==> src/rtl/regf_bus_initiator_pkg.sv <==
// Shared types and helpers for the regf bus initiator.
package regf_bus_initiator_pkg;

    // Widest data word the merge helper handles; callers size-cast in and out.
    localparam int unsigned MERGE_W = 64;

    typedef enum logic [1:0] {
        OP_READ  = 2'd0,
        OP_WRITE = 2'd1,
        OP_RMW   = 2'd2,
        OP_RSVD  = 2'd3
    } op_e;

    typedef enum logic [1:0] {
        ST_IDLE,
        ST_RD,
        ST_WR,
        ST_RSP
    } state_e;

    // Masked merge: a 1 in mask takes the bit from wdata, a 0 keeps the read bit.
    function automatic logic [MERGE_W-1:0] rmw_merge(
        input logic [MERGE_W-1:0] rdata,
        input logic [MERGE_W-1:0] wdata,
        input logic [MERGE_W-1:0] mask
    );
        return (rdata & ~mask) | (wdata & mask);
    endfunction

endpackage

==> src/rtl/regf_bus_initiator.sv <==
// Single-outstanding bus initiator for the regf mem_* responder port.
// Accepts READ / WRITE / masked RMW commands and returns one response each.
module regf_bus_initiator
    import regf_bus_initiator_pkg::*;
#(
    parameter int unsigned addr_width_p = 13,
    parameter int unsigned data_width_p = 32
) (
    input  logic                    main_clk_i,
    input  logic                    main_rst_i,

    input  logic                    cmd_valid_i,
    output logic                    cmd_ready_o,
    input  logic [1:0]              cmd_op_i,
    input  logic [addr_width_p-1:0] cmd_addr_i,
    input  logic [data_width_p-1:0] cmd_wdata_i,
    input  logic [data_width_p-1:0] cmd_mask_i,

    output logic                    rsp_valid_o,
    input  logic                    rsp_ready_i,
    output logic [data_width_p-1:0] rsp_rdata_o,
    output logic                    rsp_err_o,

    output logic                    mem_ena_o,
    output logic [addr_width_p-1:0] mem_addr_o,
    output logic                    mem_wena_o,
    output logic [data_width_p-1:0] mem_wdata_o,
    input  logic [data_width_p-1:0] mem_rdata_i,
    input  logic                    mem_err_i
);

    // Low address bits that must be zero for a word-aligned access.
    localparam logic [addr_width_p-1:0] ALIGN_MASK = addr_width_p'(data_width_p / 8 - 1);

    state_e                  r_state;
    op_e                     r_op;
    logic [data_width_p-1:0] r_wdata;
    logic [data_width_p-1:0] r_mask;

    op_e                     w_op;
    logic                    w_misaligned;
    logic                    w_reject;
    logic                    w_accept;
    logic [data_width_p-1:0] w_merged;

    // Decode of the incoming command and the RMW write value.
    always_comb begin
        w_op         = op_e'(cmd_op_i);
        w_misaligned = (cmd_addr_i & ALIGN_MASK) != '0;
        w_reject     = w_misaligned || (w_op == OP_RSVD);
        w_accept     = cmd_valid_i && cmd_ready_o;
        w_merged     = data_width_p'(rmw_merge(MERGE_W'(mem_rdata_i),
                                               MERGE_W'(r_wdata),
                                               MERGE_W'(r_mask)));
    end

    // Command FSM; every output is a register updated here.
    always_ff @(posedge main_clk_i) begin
        if (main_rst_i) begin
            r_state     <= ST_IDLE;
            r_op        <= OP_READ;
            r_wdata     <= '0;
            r_mask      <= '0;
            cmd_ready_o <= 1'b0;
            rsp_valid_o <= 1'b0;
            rsp_rdata_o <= '0;
            rsp_err_o   <= 1'b0;
            mem_ena_o   <= 1'b0;
            mem_addr_o  <= '0;
            mem_wena_o  <= 1'b0;
            mem_wdata_o <= '0;
        end else begin
            case (r_state)
                ST_IDLE: begin
                    if (w_accept) begin
                        cmd_ready_o <= 1'b0;
                        r_op        <= w_op;
                        r_wdata     <= cmd_wdata_i;
                        r_mask      <= cmd_mask_i;
                        rsp_rdata_o <= '0;
                        rsp_err_o   <= 1'b0;
                        if (w_reject) begin
                            rsp_err_o   <= 1'b1;
                            rsp_valid_o <= 1'b1;
                            r_state     <= ST_RSP;
                        end else begin
                            mem_ena_o  <= 1'b1;
                            mem_addr_o <= cmd_addr_i;
                            if (w_op == OP_WRITE) begin
                                mem_wena_o  <= 1'b1;
                                mem_wdata_o <= cmd_wdata_i;
                                r_state     <= ST_WR;
                            end else begin
                                mem_wena_o <= 1'b0;
                                r_state    <= ST_RD;
                            end
                        end
                    end else begin
                        cmd_ready_o <= 1'b1;
                    end
                end

                ST_RD: begin
                    rsp_rdata_o <= mem_rdata_i;
                    rsp_err_o   <= mem_err_i;
                    // mem_ena_o stays high into the RMW write: two back-to-back
                    // single-cycle accesses rather than one long one.
                    if ((r_op == OP_RMW) && !mem_err_i) begin
                        mem_wena_o  <= 1'b1;
                        mem_wdata_o <= w_merged;
                        r_state     <= ST_WR;
                    end else begin
                        mem_ena_o   <= 1'b0;
                        rsp_valid_o <= 1'b1;
                        r_state     <= ST_RSP;
                    end
                end

                ST_WR: begin
                    mem_ena_o   <= 1'b0;
                    rsp_err_o   <= rsp_err_o | mem_err_i;
                    rsp_valid_o <= 1'b1;
                    r_state     <= ST_RSP;
                end

                ST_RSP: begin
                    if (rsp_ready_i) begin
                        rsp_valid_o <= 1'b0;
                        cmd_ready_o <= 1'b1;
                        r_state     <= ST_IDLE;
                    end
                end

                default: begin
                    r_state <= ST_IDLE;
                end
            endcase
        end
    end

endmodule

==> config.mk <==
export PLATFORM = sky130hd
export DESIGN_NAME = regf_bus_initiator
export DESIGN_NICKNAME = d
export VERILOG_FILES = /design/src/rtl/regf_bus_initiator_pkg.sv /design/src/rtl/regf_bus_initiator.sv
export SDC_FILE = /design/constraint.sdc
export NUM_CORES = 1
export LEC_CHECK = 0
export ABC_AREA = 0
export BUFFER_PORTS_ARGS = -buffer_cell sky130_fd_sc_hd__buf_2
export CAP_MARGIN = 0
export CELL_PAD_IN_SITES_DETAIL_PLACEMENT = 1
export CELL_PAD_IN_SITES_GLOBAL_PLACEMENT = 1
export CORE_MARGIN = 1
export CORE_UTILIZATION = 33
export DETAILED_ROUTE_END_ITERATION = 10
export GPL_TIMING_DRIVEN = 1
export PLACE_DENSITY = 0.84
export SLEW_MARGIN = 40
export SYNTH_ARGS = -nofsm -noshare
export SYNTH_HDL_FRONTEND = slang
export SYNTH_SLANG_ARGS = --single-unit
==> constraint.sdc <==
create_clock -name main_clk_i -period 1.8 [get_ports main_clk_i]
set_clock_uncertainty 0.2 [all_clocks]
set_input_delay 0.36 -clock main_clk_i [delete_from_list [all_inputs] [get_ports main_clk_i]]
set_output_delay 0.36 -clock main_clk_i [all_outputs]
set_load 0.1 [all_outputs]
==> summary.md <==
| Metric | Value |
|---|---|
| Final antenna-violating net count | `0` |
| Worst R2R End | `mem_wdata_o[17]` |
| Share of cells above drive strength 1 | `34.0%` |
| Die X | `138 um` |
| Total Power | `15.5 mW` |
| TritonCTS buffer count | `17` |
| Relative slew slack | `65.1%` |
| Final Hold Violating Endpoints | `0` |
| Top_reg_cell synth | `dfxtp_1` |
| Initial antenna violation count | `2` |
| Worst path cell trace | `inv_4 -> ha_4 -> buf_4 -> mux2i_4 -> buf_12 -> clkbuf_16 -> o21ai_0 -> a21oi_1` |
| Per-cell routed wire length | `19.8 um` |
| Worst EP required | `1.89 ns` |
| Total GRT Usage | `24.3%` |
| Max_cap viols | `0` |
| Hpwl dp | `13800 um` |
| Clk buf depth | `2` |
| WL final | `24500 um` |
| H-tree levels | `4` |
| Syn Area/Cell | `8.40 um2` |
| Area growth, synth to finish | `56.7%` |
| Mapped Nets | `845` |
| Max frequency | `0.527 GHz` |
| Final setup viols | `32` |
| Finished Cell Area | `9530 um2` |
| CTS Sinks | `150` |
| Clock root buffer | `clkbuf_16` |
| Arrival time worst endpoint | `1.99 ns` |
| Flop2flop setup slack | `-0.1 ns` |
| Initial core utilization | `33.7%` |
| TNS Setup | `-1.31 ns` |
| Router iterations before antenna repair | `4` |
| Transition time of the tightest slew-check pin | `0.526 ns` |
| Synth area leaders | `dfxtp_1 (49%), nand2_1 (11%), a21oi_1 (9.0%), mux2i_1 (7.6%), o2111ai_1 (4.6%)` |
| Die area | `19000 um2` |
| Port Buffers | `197` |
| Overflow left after global routing | `0` |
| Critical Path End | `mem_wdata_o[17]` |
| Vias/cell | `5.29` |
| Non-Filler Instances | `1240` |
| Die height | `138 um` |
| Maximum vdd drop | `1.12 mV` |
| CP top delay family | `buffers and inverters` |
| CTS tree | `done` |
| Sequential area share after synthesis | `49.4%` |
| Period Utilization, post-route | `105%` |
| CP Depth | `8` |
| Via Count | `6554` |
| Worst hold path stage count | `3` |
| Failing checks | `setup timing` |
| Endpoint class of the critical path | `flip-flop` |
| FFs w/ async S/R, synth | `0%` |
| Core Area | `18000 um2` |
| Startpoint Class | `flip-flop` |
| Crit path kind | `flip-flop to flip-flop` |
| Clk_lat worst skew | `0.41 ns` |
| Global-route wire length before repair | `34700 um` |
| Post-synth cell types | `34` |
| Worst-path clk slew | `0.06 ns` |
| Final slew viol count | `0` |
| Post-synthesis sequential element count | `150` |
| Status | `complete, but fails checks` |
| Vias in the first global route | `6822` |
| Placer Congestion | `0.824` |
| Critical Path Fanout Max | `8` |
| EDFF count, synth | `0` |
| Post-synth top area share | `49.4%` |
| Cell Pwr Density | `1630 nW/um2` |
| Worst Hold Class | `primary input to flip-flop` |
| P_leak | `3.78 nW` |
| Yosys top cell by area | `dfxtp_1` |
| Warnings from Yosys | `0` |
| Worst Setup SP | `r_state[1]` |
| Critical path's largest stage delay | `0.35 ns` |
| # nets final | `1116` |
| Reg2reg path depth | `8` |
| Worst path slowest cell | `dfxtp_2` |
| Largest net degree at the start of global routing | `67` |
| Post-Place Cells | `1130` |
| Synth Cell Area | `6080 um2` |
| Rows | `49` |
| DRC | `0` |
| Mapped Cells | `724` |
| Worst setup margin | `-0.0987 ns` |
| CP bufs+invs | `4` |
| Tmin final | `1.90 ns` |
| I/O pins | `198` |
| RSZ-0062 raised after global routing | `yes` |
| Placed cell areas | `7660 um2` |
| DR iter-0 viols | `300` |
| RR Startpoint | `r_state[1]` |
## routing by layer
metal,track usage (%),vias up,part of all wire (%)
li1,-,3079,-
met3,6.36,67,5.1
met4,12.1,0,3.4
met1,26.9,3189,40
met2,42.6,219,51
met5,0,-,0
## registers in the layout, indices dropped and copies added, names as in the netlist
| signal | cells |
|---|---|
| rsp_valid_o | 1 |
| mem_addr_o | 13 |
| cmd_ready_o | 1 |
| rsp_rdata_o | 32 |
| r_wdata | 32 |
| mem_wdata_o | 32 |
| r_state | 2 |
| r_mask | 32 |
| r_op | 2 |
| mem_ena_o | 1 |
| rsp_err_o | 1 |
| mem_wena_o | 1 |
## through the flow
step	setup slack, ns	hold WS, ns	util, %
finish	-0.0987	0.00598	52.9
global route	-0.136	0.000329	52.8
CTS	-0.0296	0.000384	50.6
detailed placement	-0.301	0.246	42.5
global placement	-0.188	0.238	42.5
floorplan	-0.00504	0.232	-
## cells by family (layout without fill, tap and decap cells)
kind of cell	Yosys count	after routing	share of synthesized area [%]
AO/OA/AOI/OAI	216	216	21.6
adder cells (fa/ha/maj)	5	5	1.03
buffers and inverters	67	351	4.69
flip-flops	150	150	49.4
multiplexers	46	46	7.57
other	0	3	0
AND/OR/NAND/NOR	240	240	15.7
## placed cells by master, fill, tap and decap left out, drive strengths merged, types with 2 or more instances in the layout
cell type,synthesis,routed
a211o,2,2
a21oi,109,109
a22oi,31,31
a311oi,3,3
a31oi,2,2
and3b,2,2
buf,22,225
bufinv,0,3
clkbuf,40,44
clkinv,0,4
clkinvlp,0,3
dfxtp,150,150
diode,0,3
dlygate4sd3,0,63
ha,5,5
inv,5,9
mux2i,46,46
nand2,171,171
nand2b,2,2
nand3,6,6
nor2,49,49
nor2b,2,2
nor3,2,2
o2111ai,32,32
o21ai,33,33
## repair_timing
| action | CTS | global route |
|---|---|---|
| hold buffers | 63 | 0 |
| endpoints found under the hold margin | 63 | 0 |
| pin swaps | 22 | 31 |
| resized for setup | 25 | 94 |
| setup buffers | 5 | 3 |
| setup endpoints to repair | 120 | 97 |
| gates cloned | 2 | 4 |
## how the worst min path moves through the flow
| stage | startpoint | endpoint | slack [ns] |
|---|---|---|---|
| after global routing | cmd_mask_i[4] | r_mask[4] | 0.0003 |
| after CTS | cmd_wdata_i[17] | r_wdata[17] | 0.0004 |
| after floorplan | r_op[0] | r_op[0] | 0.23 |
| after global placement | rsp_rdata_o[23] | rsp_rdata_o[23] | 0.24 |
| final | cmd_mask_i[4] | r_mask[4] | 0.006 |
| after detailed placement | r_op[1] | r_op[1] | 0.25 |
## worst reg2reg max path, stage by stage, from the launching register on
cell and delay (ns):
dfxtp_2 0.35, inv_4 0.05, ha_4 0.20, buf_4 0.16, mux2i_4 0.19, buf_12 0.15
clkbuf_16 0.17, o21ai_0 0.21, a21oi_1 0.10
## power breakdown
part           internal [mW]  switching [mW]  total (mW)
Clock                   2.19            1.48        3.67
Sequential              3.80           0.310        4.11
Combinational           2.54            5.20        7.73
## synth_stat cells, drive strengths merged (2+ instances only)
cell     number
nand2       171
dfxtp       150
a21oi       109
nor2         49
mux2i        46
clkbuf       40
o21ai        33
o2111ai      32
a22oi        31
buf          22
nand3         6
ha            5
inv           5
a311oi        3
a211o         2
a31oi         2
and3b         2
nand2b        2
nor2b         2
nor3          2
## area by class of cell
class,instances,area [um2]
timing repair buffer,314,2400
multi-input combinational,507,3200
inverter,5,21.3
sequential,150,3010
tap,229,287
clock inverter,14,173
clock buffer,18,429
fill,2104,8500
antenna,3,7.51
Note: power is estimated with default switching activity, not from simulation.
